--- config.mk ---
export PLATFORM = sky130hd
export DESIGN_NAME = secim_sirali_denetleyici
export DESIGN_NICKNAME = d
export VERILOG_FILES = /design/src/rtl/secim_sirali_denetleyici.sv
export SDC_FILE = /design/constraint.sdc
export NUM_CORES = 1
export LEC_CHECK = 0
export ABC_AREA = 1
export CAP_MARGIN = 30
export CORE_AREA = 2 2 76 78
export DETAILED_ROUTE_END_ITERATION = 8
export DIE_AREA = 0 0 78 80
export HOLD_SLACK_MARGIN = 0.08
export SYNTH_ARGS = -nofsm -noshare
export SYNTH_HDL_FRONTEND = slang
export SYNTH_SLANG_ARGS = --single-unit
--- constraint.sdc ---
create_clock -name clk -period 2 [get_ports clk]
set_input_delay 0.3 -clock clk [delete_from_list [all_inputs] [get_ports clk]]
set_output_delay 0.3 -clock clk [all_outputs]
set_load 0.05 [all_outputs]
--- src/rtl/secim_sirali_denetleyici.sv ---
// Serial majority-vote controller: one shared yol_secimi comparator evaluates
// OY_SAYISI votes in turn, tallies the "1" choices and holds the decision until acknowledged.

module yol_secimi (
  input  logic       tasli_yol_uzunlugu,
  input  logic [2:0] asfalt_yol_uzunlugu,
  output logic       secim
);

  // Gravel is four times slower, so one gravel unit weighs as much as four
  // asphalt units; secim = 1 picks asphalt when it is strictly cheaper.
  assign secim = (asfalt_yol_uzunlugu < {tasli_yol_uzunlugu, 2'b00});

endmodule

module secim_sirali_denetleyici #(
  parameter int OY_SAYISI   = 3,
  parameter int ZAMAN_ASIMI = 100
) (
  input  logic       clk,
  input  logic       rst,
  input  logic       oy_gecerli,
  output logic       oy_hazir,
  input  logic       tasli_yol_uzunlugu,
  input  logic [2:0] asfalt_yol_uzunlugu,
  input  logic       iptal,
  input  logic       sonuc_al,
  output logic       sonuc_gecerli,
  output logic       tercih_cogunlugu,
  output logic [2:0] evet_sayisi,
  output logic [2:0] alinan_oy,
  output logic       zaman_asimi
);

  typedef enum logic [1:0] {
    BOS   = 2'd0,
    TOPLA = 2'd1,
    SONUC = 2'd2
  } durum_t;

  localparam logic [2:0]  OY_SON = 3'(OY_SAYISI);
  localparam logic [2:0]  ESIK   = 3'(OY_SAYISI / 2);
  localparam int          ZA_SON_I = (ZAMAN_ASIMI == 0) ? 0 : ZAMAN_ASIMI - 1;
  localparam logic [15:0] ZA_SON = 16'(ZA_SON_I);

  durum_t      durum;
  logic [15:0] bos_sayac;
  logic        secim;
  logic        kabul;
  logic        zaman_doldu;
  logic [2:0]  yeni_alinan;
  logic [2:0]  yeni_evet;

  function automatic logic cogunluk_f(input logic [2:0] evet);
    return (evet > ESIK);
  endfunction

  // Idle counter saturates so a disabled timeout can never wrap it.
  function automatic logic [15:0] sayac_doyur(input logic [15:0] sayac);
    return (sayac == 16'hFFFF) ? sayac : sayac + 16'd1;
  endfunction

  yol_secimi u_yol_secimi (
    .tasli_yol_uzunlugu  (tasli_yol_uzunlugu),
    .asfalt_yol_uzunlugu (asfalt_yol_uzunlugu),
    .secim               (secim)
  );

  assign oy_hazir = (durum != SONUC);

  always_comb begin
    kabul       = oy_gecerli & oy_hazir & ~iptal;
    yeni_alinan = alinan_oy + 3'd1;
    yeni_evet   = evet_sayisi + {2'b00, secim};
    zaman_doldu = (ZAMAN_ASIMI != 0) && (bos_sayac == ZA_SON);
  end

  always_ff @(posedge clk or posedge rst) begin
    if (rst) begin
      durum            <= BOS;
      sonuc_gecerli    <= 1'b0;
      tercih_cogunlugu <= 1'b0;
      evet_sayisi      <= 3'd0;
      alinan_oy        <= 3'd0;
      zaman_asimi      <= 1'b0;
      bos_sayac        <= 16'd0;
    end else begin
      zaman_asimi <= 1'b0;
      case (durum)
        BOS, TOPLA: begin
          if (iptal) begin
            // Abort wins over a simultaneous vote and a simultaneous timeout.
            durum       <= BOS;
            alinan_oy   <= 3'd0;
            evet_sayisi <= 3'd0;
            bos_sayac   <= 16'd0;
          end else if (kabul) begin
            alinan_oy   <= yeni_alinan;
            evet_sayisi <= yeni_evet;
            bos_sayac   <= 16'd0;
            if (yeni_alinan == OY_SON) begin
              durum            <= SONUC;
              sonuc_gecerli    <= 1'b1;
              tercih_cogunlugu <= cogunluk_f(yeni_evet);
            end else begin
              durum <= TOPLA;
            end
          end else if (durum == TOPLA) begin
            if (zaman_doldu) begin
              durum       <= BOS;
              alinan_oy   <= 3'd0;
              evet_sayisi <= 3'd0;
              bos_sayac   <= 16'd0;
              zaman_asimi <= 1'b1;
            end else begin
              bos_sayac <= sayac_doyur(bos_sayac);
            end
          end
        end
        SONUC: begin
          if (sonuc_al) begin
            durum         <= BOS;
            sonuc_gecerli <= 1'b0;
            alinan_oy     <= 3'd0;
            evet_sayisi   <= 3'd0;
            bos_sayac     <= 16'd0;
          end
        end
        default: begin
          durum <= BOS;
        end
      endcase
    end
  end

endmodule

=== Word-level counts from Yosys, hierarchy flattened ===
Index checks and enable logic that the tools add are counted.

* Register bits after elaboration: 27
* Input port bits: 9
* Output and inout port bits: 10
* Logic and storage cells: 69

* Add/sub/neg operators: 3
* $lt $le $gt $ge: 2
* Eq/ne operators: 13
* Muxes and demuxes: 33
* Bitwise gates (word level): 3
* Reduce and logical (&&, ||, !) cells: 8

{| class="wikitable"
|+ Operators by type and width
! kind !! count
|-
| 16-bit two-way mux || 6
|-
| 16-bit case mux with 2 select lines || 1
|-
| 3-bit two-way mux || 7
|-
| 16-bit by 1-bit adder with 16-bit output, second input constant || 1
|-
| 16-bit equality test, second input constant || 1
|-
| 16-bit by 7-bit equality test with 1-bit output, second input constant || 1
|-
| 2-bit two-way mux || 6
|-
| 3-bit case mux with 2 select lines || 2
|-
| 4-bit AND reduction || 3
|-
| 2-bit != test, second input constant || 5
|-
| 1-bit two-way mux || 9
|-
| 4-bit != test, second input constant || 2
|-
| 5-bit != test, second input constant || 1
|-
| 5-bit AND reduction || 1
|-
| 2-bit case mux with 2 select lines || 1
|-
| 3-bit by 1-bit adder with 3-bit output || 1
|-
| 3-bit by 1-bit adder with 3-bit output, second input constant || 1
|-
| 3-bit by 2-bit equality test with 1-bit output, second input constant || 1
|-
| 3-bit by 1-bit > comparator with 1-bit output, second input constant || 1
|-
| 3-bit less-than comparator || 1
|-
| 3-bit AND reduction || 1
|-
| 1-bit bitwise AND || 2
|-
| 2-bit by 1-bit equality test with 1-bit output, second input constant || 1
|-
| 2-bit equality test, second input constant || 1
|-
| other kinds (5) || 5
|}

=== Longest topological paths before layout ===
* Depth after elaboration: 7
* Depth in mapped cells: 12

=== Cells and area by module ===
From an unflattened synthesis, not the netlist that was laid out.

* Cell total of the unflattened synthesis: 261
* Area total of the unflattened synthesis: 1771.7 µm²

{| class="wikitable"
|+ Modules (own cells, without submodules)
! module !! times used !! cells an instance !! area each (µm²)
|-
| secim_sirali_denetleyici || 1 || 259 || 1761.7
|-
| yol_secimi || 1 || 2 || 10.0
|}

=== Least setup slack after synthesis ===
Ideal clock, no wire load.

* Kind: register to register
* Start point: register durum[0]
* End point: register evet_sayisi[2]
* Library setup time: 0.119 ns
* Arrival time: 1.491 ns
* Slack: 0.389 ns
* Stages on the path, launching flop included: 12
* Path buffers: 1
* Period minus slack after synthesis: 1.611 ns
* Path through: dfrtp_1 > inv_2 > nand2_2 > nand2_2 > nand2_2 > nor2_2 > nand2_2 > nand2_2 > inv_2 > buf_2 > nand3b_1 > nand2_1

* Cells in the longest elaborated chain, start to end: 6
* Elaborated cells between the ends (all ways): 15
* Those cells by class: eq/ne: 6; mux: 3; bitwise: 2; reduce/logical: 4

{| class="wikitable"
|+ RTL lines
! item !! RTL line !! RTL
|-
| start, declared || 46 || <nowiki>durum_t durum;</nowiki>
|-
| start signal, assigned || 80 || <nowiki>durum <= BOS;</nowiki>
|-
| start signal, assigned || 93 || <nowiki>durum <= BOS;</nowiki>
|-
| start signal, assigned || 102 || <nowiki>durum <= SONUC;</nowiki>
|-
| 2-bit != test (*) || 69 || <nowiki>assign oy_hazir = (durum != SONUC);</nowiki>
|-
| named net oy_hazir || 23 || <nowiki>output logic oy_hazir,</nowiki>
|-
| 1-bit bitwise AND (*) (2 in a row) || 72 || <nowiki>kabul = oy_gecerli & oy_hazir & ~iptal;</nowiki>
|-
| 3-bit two-way mux || 97 || <nowiki>end else if (kabul) begin</nowiki>
|-
| 3-bit two-way mux || 91 || <nowiki>if (iptal) begin</nowiki>
|-
| 3-bit case mux with 2 select lines || 89 || <nowiki>case (durum)</nowiki>
|-
| end signal, assigned || 99 || <nowiki>evet_sayisi <= yeni_evet;</nowiki>
|-
| end, declared || 30 || <nowiki>output logic [2:0] evet_sayisi,</nowiki>
|}

The timed path passes the listed nets; every way through them passes the cells marked *.
A chain may end at the register's enable or synchronous reset.

=== Final worst setup path ===
* Start point: register evet_sayisi[2]
* End point: output evet_sayisi[2]

No word-level cell between the ends.

==> out/results.ini <==
[run_status]
outcome=complete, no violations

[layout]
num-nets-final=313
n_antenna_cell=0
stdcell_area_um2=2130
drive_above_1_share=0.0906
synthToLayoutAreaGrowth_pct=16.6

[grt]
grt_overflow=0
grt_pass1_wl_um=7320
grt_usage=0.144
grt_max_degree=28
top_usage_layer=met2
grt_pass1_vias=1645
grtUsageMet2=0.259
use_met3=0.0294
antenna_found_initial=0
grt_util_met1=0.180

[yosys]
synth_xor_area_frac=0.0144
netlist_area_um2=1820
synth.most_common_cell=nand2_1
ys_async_sr_fraction=1.00
synth_seq_cells=27
synth_area_leaders=dfrtp_1 37%, nand2_1 22%, nor2_1 8.8%
synthFlopType=dfrtp_1
synth_top_family_by_area=simple AND/OR/NAND/NOR gates
yosys.area_share.simple=0.472
synth_fp_nets=292
yosysTopAreaCell=dfrtp_1
synth_top_area_frac=0.370
synthAdderAreaFrac=0.0343
yosysUniqueCellTypes=26
synth_warnings=0
avgSynthCellArea_um2=6.56
synth_edf_count=0
ys_seq_area_frac=0.370
synth_compound_area_frac=0.0288
synthTopCellsByCount=108 x nand2_1, 43 x nor2_1, 28 x inv_1, 27 x dfrtp_1, 24 x nand3_1
synthCells=278
synth.area.mux_share=0

[power]
ir_drop_mv=0.403
p_leak_nw=1.03
seqPwrFrac=0.480
pwr-share-comb=0.254
power_mw=1.27
clkPwrFrac=0.266
power_switching_mw=0.448
p_int_mw=0.826
power.density_nw_per_um2=599
p_sw_frac=0.352

[critical_path]
critPathMaxStageDelay_ns=0.82
critPathLaunchType=flip-flop
crit_path_max_fanout=3
path_cells=clkdlybuf4s50_1
worst-setup-path-type=reg -> out
end_kind=primary output
cp_top_family=buffers and inverters
slowest_stage=clkdlybuf4s50_1
critPathBufInv=1
arrival_ns=1.53
crit_required_ns=1.70
regToRegSetupSlack_ns=0.31

[drt]
drt-total-wl_um=3880
drtPass1Iterations=4
drt-initial-drc-count=43
antenna_left=0
wl_per_cell_um=10.5
drcViolationCount=0
vias=1669
post_drt_via_cell_ratio=4.51

[sta]
fin_crit_sh=0.914
rsz0062_at_grt=false
tightest_slew_ns=0.505
report.final.hold_viol_count=0
fmax_mhz=547
relSlewSlack=0.662
setup_tns_ns=0
period_minus_slack_ns=1.83
slew_viol_final=0
finalSetupViolCount=0
clock_skew_ns=0.00149

[floorplan]
dieArea_um2=6240
io_pins=19
die_w_um=78
start_util=0.338
rows=27
die_h_um=80
core_area_um2=5410

[job]
maxCapViolCount=0

[clock_network]
insertion_delay_ns=0.28
clock_sinks=27
cts_resized=0
clk_root_buffer_cell=clkbuf_8
htreeDepth=1
cts_tree=yes
cts_buffer_depth=2
cts_buffers=3
post_cts_buffers=0
cts-hold-fix-buffers=0
path_clk_slew_ns=0.10

[placed_design]
place_area_um2=2080
gp_congestion=0.787
dp_hpwl_um=2810
numPortBuffers=16

[min_path]
hp-class=in -> async

## cells in the final DEF (no fill, tap or decap), drive strengths merged
master         instances
nor2                  47
nand4                  6
clkinvlp               1
nor4                   1
o21ai                  5
dfrtp                 27
or2                    1
nor3                   1
xor2                   2
ha                     5
xnor2                  1
o21bai                 3
nand3                 26
a21oi                  1
nand2                115
buf                    6
inv                   30
clkbuf                 3
clkdlybuf4s50         15
nand3b                 2
## worst min-delay path, stage by stage
cell	delay (ns)
clkdlybuf4s50_1	0.40
inv_1	0.05
buf_4	0.33
## path summary, 6_finish.rpt
path | from | to | depth (start not counted)
min in group clk | tercih_cogunlugu$_DFFE_PP0P_ | tercih_cogunlugu$_DFFE_PP0P_ | 2
worst min register to register | tercih_cogunlugu$_DFFE_PP0P_ | tercih_cogunlugu$_DFFE_PP0P_ | 2
max in group asynchronous | rst | bos_sayac[13]$_DFFE_PP0P_ | 3
worst min-delay path | rst | alinan_oy[2]$_DFFE_PP0P_ | 3
worst max-delay path | evet_sayisi[2]$_DFFE_PP0P_ | evet_sayisi[2] | 1
worst max register to register | bos_sayac[0]$_DFFE_PP0P_ | bos_sayac[1]$_DFFE_PP0P_ | 9
## per-stage QoR
stage / hold WS [ns] / util / cells / setup slack [ns]
2_1_floorplan: 0.353 / - / 278 / 0.389
5_1_grt: 0.462 / 0.394 / 370 / 0.0305
6_report: 0.374 / 0.394 / 370 / 0.171
3_3_place_gp: 0.484 / 0.384 / 366 / 0.245
3_5_place_dp: 0.482 / 0.384 / 366 / 0.220
4_1_cts: 0.398 / 0.393 / 370 / 0.158
## cell type report
| type | count | area, um^2 |
|---|---|---|
| Clock inverter | 1 | 7.51 |
| Timing Repair Buffer | 21 | 195 |
| Tap cell | 72 | 90.1 |
| Multi-Input combinational cell | 216 | 1000 |
| Sequential cell | 27 | 676 |
| Inverter | 30 | 113 |
| Clock buffer | 3 | 41.3 |
| Fill cell | 596 | 3280 |
## power by group through the flow
stage                     registers (mW)  clock network (mW)  logic, mW
after floorplan                    0.704                   0      0.144
after global placement             0.623                   0      0.325
after detailed placement           0.622                   0      0.326
after CTS                          0.612               0.355      0.328
after global routing               0.621               0.377      0.358
final                              0.611               0.339      0.324
## cell families (layout without fill, tap and decap cells)
| family | Yosys count | in the layout |
|---|---|---|
| buffers and inverters | 35 | 55 |
| AO/OA/AOI/OAI | 9 | 9 |
| adder cells (fa/ha/maj) | 5 | 5 |
| AND/OR/NAND/NOR | 199 | 199 |
| XOR/XNOR | 3 | 3 |
| flip-flops | 27 | 27 |
## flip-flops by register name (all words and copies together), names as in the netlist
name,cells
bos_sayac,16
alinan_oy,3
evet_sayisi,3
durum,2
sonuc_gecerli,1
tercih_cogunlugu,1
zaman_asimi,1
## metal layers
layer | part of all wire | vias to the layer above | wire length [um]
li1 | - | 898 | -
met1 | 0.49 | 741 | 1910
met2 | 0.47 | 26 | 1820
met3 | 0.032 | 4 | 124
met4 | 0.0059 | 0 | 23
met5 | 0 | - | 0
Power figures use the tool's default switching activity.
